$ cat src/rtl/pc_gen_pkg.sv
// Shared types and helpers for the PC generator.
// Holds the sequencer state encoding and select-width sizing.
package pc_gen_pkg;

    typedef enum logic [1:0] {
        S_BOOT = 2'd0,
        S_RUN  = 2'd1,
        S_PEND = 2'd2
    } pc_state_e;

    function automatic int sel_w(input int n);
        return (n < 2) ? 1 : $clog2(n);
    endfunction

endpackage

$ cat src/rtl/pc_src_mux.sv
// Next-PC source selector: source 0 is the sequential PC,
// sources 1..NUM_SRC-1 come from external targets.
module pc_src_mux
    import pc_gen_pkg::*;
#(
    parameter int NUM_SRC = 4,
    parameter int XLEN    = 32
) (
    input  logic [sel_w(NUM_SRC)-1:0]     sel,
    input  logic [XLEN-1:0]               seq_pc,
    input  logic [NUM_SRC-1:1][XLEN-1:0]  srcs,
    output logic [XLEN-1:0]               tgt,
    output logic                          redir
);

    // Out-of-range selects fall through to the sequential PC.
    always_comb begin
        tgt   = seq_pc;
        redir = 1'b0;
        for (int i = 1; i < NUM_SRC; i++) begin
            if (int'(sel) == i) begin
                tgt   = srcs[i];
                redir = 1'b1;
            end
        end
    end

endmodule

$ cat src/rtl/pc_gen.sv
// Program counter generator with stall-tolerant redirect capture
// and a sticky misaligned-target flag.
module pc_gen
    import pc_gen_pkg::*;
#(
    parameter int                XLEN       = 32,
    parameter int                NUM_SRC    = 4,
    parameter logic [XLEN-1:0]   RESET_VEC  = XLEN'(32'h0000_0000),
    parameter int                ALIGN_BITS = 2
) (
    input  logic                          clk,
    input  logic                          rst_n,
    input  logic [sel_w(NUM_SRC)-1:0]     pc_sel,
    input  logic [NUM_SRC-1:1][XLEN-1:0]  pc_src_in,
    input  logic                          pc_ld,
    input  logic                          fetch_rdy,
    input  logic                          mis_clr,
    output logic [XLEN-1:0]               pc_out,
    output logic                          pc_valid,
    output logic                          pc_pend,
    output logic                          pc_misalign
);

    localparam logic [XLEN-1:0] STEP  = XLEN'(1) << ALIGN_BITS;
    localparam logic [XLEN-1:0] AMASK = STEP - XLEN'(1);

    pc_state_e       state_q, state_d;
    logic [XLEN-1:0] pc_q, pc_d;
    logic [XLEN-1:0] pend_q, pend_d;
    logic            mis_q, mis_d, mis_set;

    logic [XLEN-1:0] seq_pc;
    logic [XLEN-1:0] tgt;
    logic            redir;
    logic            misal;
    logic            new_ok;

    assign seq_pc = pc_q + STEP;

    pc_src_mux #(
        .NUM_SRC (NUM_SRC),
        .XLEN    (XLEN)
    ) u_mux (
        .sel    (pc_sel),
        .seq_pc (seq_pc),
        .srcs   (pc_src_in),
        .tgt    (tgt),
        .redir  (redir)
    );

    assign misal  = |(tgt & AMASK);
    assign new_ok = pc_ld && redir && !misal;

    always_comb begin
        state_d = state_q;
        pc_d    = pc_q;
        pend_d  = pend_q;
        mis_set = 1'b0;
        unique case (state_q)
            S_BOOT: begin
                state_d = S_RUN;
            end
            S_RUN: begin
                if (pc_ld && (fetch_rdy || redir)) begin
                    if (misal) begin
                        mis_set = 1'b1;
                    end else if (fetch_rdy) begin
                        pc_d = tgt;
                    end else begin
                        pend_d  = tgt;
                        state_d = S_PEND;
                    end
                end
            end
            S_PEND: begin
                // A misaligned redirect never displaces the held target.
                mis_set = pc_ld && redir && misal;
                if (fetch_rdy) begin
                    pc_d    = new_ok ? tgt : pend_q;
                    pend_d  = '0;
                    state_d = S_RUN;
                end else if (new_ok) begin
                    pend_d = tgt;
                end
            end
            default: begin
                state_d = S_BOOT;
            end
        endcase
        mis_d = mis_set | (mis_q & ~mis_clr);
    end

    always_ff @(posedge clk) begin
        if (!rst_n) begin
            state_q <= S_BOOT;
            pc_q    <= RESET_VEC;
            pend_q  <= '0;
            mis_q   <= 1'b0;
        end else begin
            state_q <= state_d;
            pc_q    <= pc_d;
            pend_q  <= pend_d;
            mis_q   <= mis_d;
        end
    end

    assign pc_out      = pc_q;
    assign pc_valid    = (state_q != S_BOOT);
    assign pc_pend     = (state_q == S_PEND);
    assign pc_misalign = mis_q;

endmodule

$ cat config.mk
export PLATFORM = sky130hd
export DESIGN_NAME = pc_gen
export DESIGN_NICKNAME = d
export VERILOG_FILES = /design/src/rtl/pc_gen_pkg.sv /design/src/rtl/pc_src_mux.sv /design/src/rtl/pc_gen.sv
export SDC_FILE = /design/constraint.sdc
export NUM_CORES = 1
export LEC_CHECK = 0
export CAP_MARGIN = 10
export CORE_ASPECT_RATIO = 1.1
export CORE_MARGIN = 3
export CORE_UTILIZATION = 40
export DETAILED_ROUTE_END_ITERATION = 8
export GPL_ROUTABILITY_DRIVEN = 0
export PLACE_DENSITY = 0.81
export SYNTH_ARGS = -nofsm -noshare
export SYNTH_HDL_FRONTEND = slang
export SYNTH_SLANG_ARGS = --single-unit
$ cat constraint.sdc
create_clock -name clk -period 6.2 [get_ports clk]
set_clock_uncertainty 0.1 [all_clocks]
set_input_delay 1.24 -clock clk [delete_from_list [all_inputs] [get_ports clk]]
set_output_delay 1.24 -clock clk [all_outputs]
set_load 0.005 [all_outputs]
==> reports/qor.log <==
[status] run status finished clean
[clock_network] buffer count from post-CTS setup fixing 0
[job] max cap viols 0
[critical_path] data arrival time of the critical path 4.54 ns
[sta] Hold Fails Final Rpt 0
[synth] Most used DFF post-synth sky130_fd_sc_hd__dfxtp_1
[place] half-perimeter wire length after detailed placement 11.75 mm
[hold_path] instance count along the most critical hold path 2
[place] total placed instance area 6021 sq um
[sta] Worst Tran Pin Value 1.279 ns
[synth] post-synthesis net count 680
[layout] layout overhead on the synthesized area 35.82%
[hold_path] Hold EP pc_out[18]
[critical_path] slack of the worst reg-to-reg path 3.34 ns
[critical_path] type of origin of the critical path input port
[clock_network] clock tree from TritonCTS yes
[power] Worst IR Drop VDD 0.1289 mV
[floorplan] core outline area 11110 sq um
[drt] detailed-route wire length 16.56 mm
[synth] register area share after synthesis 29.03%
[floorplan] Die Area 12880 sq um
[synth] Synth Instances 572
[clock_network] number of levels the H-tree was split into 3
[clock_network] Inserted Clock Buffers 9
[hold_path] Hold Crit Class flop to flop
[clock_network] Longest Clk Path Bufs 2
[layout] filler cell count 997
[sta] Max-slew headroom 14.40%
[layout] antenna diode instance count 0
[critical_path] required time at the endpoint of the critical path 6.34 ns
[synth] Netlist cell types 71
[drt] detailed router's first-iteration violation count 508
[clock_network] Post-CTS Hold Fix Bufs 0
[power] P_leak 0.002231 uW
[drt] via count 5184
[clock_network] clk_lat worst skew 0.33 ns
[hold_path] startpoint of the most critical hold path pend_q[18]
[synth] EDFF count, synth 0
[synth] synthesized area 4621 sq um
[layout] area of all placed cells without fillers 6276 sq um
[clock_network] clock sinks 67
[floorplan] Top Ports 138
[grt] pin count of the biggest net entering global routing 38
[grt] number of antenna violations at the first check in global routing 0
[drt] routed wire length per instance 19.81 um
[drt] antenna-violating nets left 0
[place] number of instances in the placed design 820
[sta] final critical-path share of the clock period 71.02%
[clock_network] master cell of the clock root buffer sky130_fd_sc_hd__clkbuf_16
[sta] Fin Setup TNS 0 ns
[drt] detail-routed via count per cell 6.201
[sta] setup slack after layout 1.797 ns
[critical_path] number of cells traversed by the worst register-to-register path 7
[clock_network] clock transition time at the flip-flop clock pins of the worst setup and hold paths 0.05 ns
[synth] Post-Synthesis Mean Instance Area 8.078 sq um
[grt] via count of the first global-routing pass 5230
[power] power density normalized to cell area 180.6 nW/um^2
[critical_path] highest net fanout along the worst path 23
[clock_network] number of gates given a new drive strength after cts 0
[synth] count of yosys warnings during synthesis 0
[sta] post-layout min period 4.403 ns
[critical_path] type of element capturing the critical path flop
[layout] count of nets after finishing 792
[floorplan] number of rows created at floorplan 40
[critical_path] Reg2Reg Launch Point state_q[0]
[sta] unrepaired setup endpoints after global routing no
[floorplan] Die X 108.5 um
[grt] remaining global-route overflow 0
[grt] first-pass GRT wire length 26.47 mm
[place] post-placement worst setup slack 1.515 ns
[drt] number of search-and-repair iterations in the first detailed-routing pass 5
[synth] post-synthesis register bit count 67
[sta] Final Slew Violations 0
[floorplan] Initial Utilization 41.59%
[critical_path] Crit Path Category input port to flop
[layout] share of cells above drive strength 1 8.418%
[sta] highest clock frequency the design can meet 227.1 MHz
[grt] GRT Overall Usage 25.39%
[drt] count of unresolved DRC violations after routing 0
[synth] fraction of synthesis flops using an asynchronous set or reset pin 0%
[sta] setup violation total in the final timing report 0
[floorplan] die outline height 118.7 um
[place] IO Port Bufs 137
[layout] number of standard cells in the final layout excluding fillers 836
[critical_path] worst flop-to-flop path endpoint pc_out[4]
## cells in the mapped netlist (3+ instances only)
cell	n	area [sq um]
sky130_fd_sc_hd__dfxtp_1	67	1341
sky130_fd_sc_hd__nand2_1	57	214.0
sky130_fd_sc_hd__nor2_1	50	187.7
sky130_fd_sc_hd__a21oi_1	45	225.2
sky130_fd_sc_hd__clkbuf_1	26	97.59
sky130_fd_sc_hd__o21ai_0	25	125.1
sky130_fd_sc_hd__mux2i_1	18	180.2
sky130_fd_sc_hd__nand4_1	18	112.6
sky130_fd_sc_hd__nand3_1	17	85.08
sky130_fd_sc_hd__o211ai_1	17	127.6
sky130_fd_sc_hd__inv_1	13	48.80
sky130_fd_sc_hd__nor3_1	13	65.06
sky130_fd_sc_hd__buf_2	12	60.06
sky130_fd_sc_hd__xnor2_1	12	105.1
sky130_fd_sc_hd__a31oi_1	10	62.56
sky130_fd_sc_hd__and3_1	10	62.56
sky130_fd_sc_hd__mux2_2	10	112.6
sky130_fd_sc_hd__a211oi_1	9	67.56
sky130_fd_sc_hd__o21a_1	9	67.56
sky130_fd_sc_hd__a22o_1	8	70.07
sky130_fd_sc_hd__a22oi_1	8	60.06
sky130_fd_sc_hd__mux4_2	8	180.2
sky130_fd_sc_hd__a211o_1	7	61.31
sky130_fd_sc_hd__and2_1	6	37.54
sky130_fd_sc_hd__nand2b_1	6	37.54
sky130_fd_sc_hd__ha_1	5	62.56
sky130_fd_sc_hd__o22ai_1	5	31.28
sky130_fd_sc_hd__o2bb2ai_1	5	43.79
sky130_fd_sc_hd__or3_1	5	31.28
sky130_fd_sc_hd__a311o_1	4	40.04
sky130_fd_sc_hd__buf_6	4	45.04
sky130_fd_sc_hd__nor2b_1	4	25.02
sky130_fd_sc_hd__xor2_1	4	35.03
sky130_fd_sc_hd__a311oi_1	3	26.28
sky130_fd_sc_hd__a32oi_1	3	26.28
sky130_fd_sc_hd__o21ai_1	3	15.01
sky130_fd_sc_hd__o221ai_1	3	26.28
## cells by family after synthesis
| kind of cell | share of synthesized area [%] |
|---|---|
| muxes | 10.24 |
| adders and majority gates | 1.354 |
| DFF | 29.03 |
| AOI/OAI and AO/OA | 27.89 |
| buffers and inverters | 5.849 |
| xor gates and xnor gates | 3.033 |
| and+or+nand+nor | 22.61 |
## flip-flops by register name (all words and copies together), names as in the netlist
name         count
pc_misalign      1
pend_q          32
pc_out          32
state_q          2
## worst max-delay path by stage
stage | startpoint | depth (start not counted) | slack (ns) | end
floorplan | pc_sel[0] | 7 | 3.16 | pend_q[15]
global placement | pc_sel[0] | 7 | 1.65 | pend_q[24]
detailed placement | pc_sel[0] | 7 | 1.52 | pc_out[7]
CTS | pc_sel[0] | 7 | 1.82 | pc_out[7]
global route | pc_sel[0] | 7 | 1.57 | pend_q[24]
finish | pc_sel[0] | 7 | 1.80 | pc_out[7]
## worst max-delay path: stages
cell and delay, ns:
sky130_fd_sc_hd__clkdlybuf4s50_1 0.95, sky130_fd_sc_hd__mux4_2 0.65, sky130_fd_sc_hd__o21ai_2 0.86, sky130_fd_sc_hd__buf_4 0.37
sky130_fd_sc_hd__nor2_1 0.06, sky130_fd_sc_hd__a211o_1 0.26, sky130_fd_sc_hd__a21oi_1 0.14
## layer usage
| layer | wire (um) | GRT usage, % |
|---|---|---|
| met1 | 6460 | 32.16 |
| met2 | 7976 | 42.62 |
| met3 | 1657 | 4.151 |
| met4 | 464 | 9.866 |
| met5 | 0 | 0 |
## stage by stage
step	total power [uW]	util [%]	hold WS, ns
final	1133	56.49	0.3716
after global routing	1169	56.49	0.3859
after CTS	1128	56.49	0.3678
after detailed placement	685.9	54.19	0.3469
after global placement	679.9	54.19	0.3480
after floorplan	571.2	-	0.3301
## power by group
part / internal, uW / switching, uW / leakage (uW)
clock network: 269 / 184 / 0.000127
logic: 122 / 108 / 0.00156
registers: 439 / 11.3 / 0.000541
## cell type report
class                   count  area, sq um  area share [%]
clock buffers              13        240.2           3.828
inverters                  13        48.80          0.7775
multi-input cells         447         3013           48.01
well taps                 147        183.9           2.931
flip-flops and latches     67         1341           21.37
clock inverters             3        15.01          0.2392
repair buffers            146         1434           22.85
## cell usage in the layout, fill, tap and decap left out, types with 12 or more instances in the layout
cell and n:
sky130_fd_sc_hd__nand2_1 57, sky130_fd_sc_hd__clkdlybuf4s50_1 136, sky130_fd_sc_hd__nor2_1 50, sky130_fd_sc_hd__inv_1 13
sky130_fd_sc_hd__o21ai_0 25, sky130_fd_sc_hd__mux2i_1 18, sky130_fd_sc_hd__nand4_1 18, sky130_fd_sc_hd__xnor2_1 12
sky130_fd_sc_hd__nand3_1 17, sky130_fd_sc_hd__o211ai_1 17, sky130_fd_sc_hd__a21oi_1 45, sky130_fd_sc_hd__nor3_1 13
sky130_fd_sc_hd__dfxtp_1 67
No activity file was read; power rests on OpenSTA's default activity.
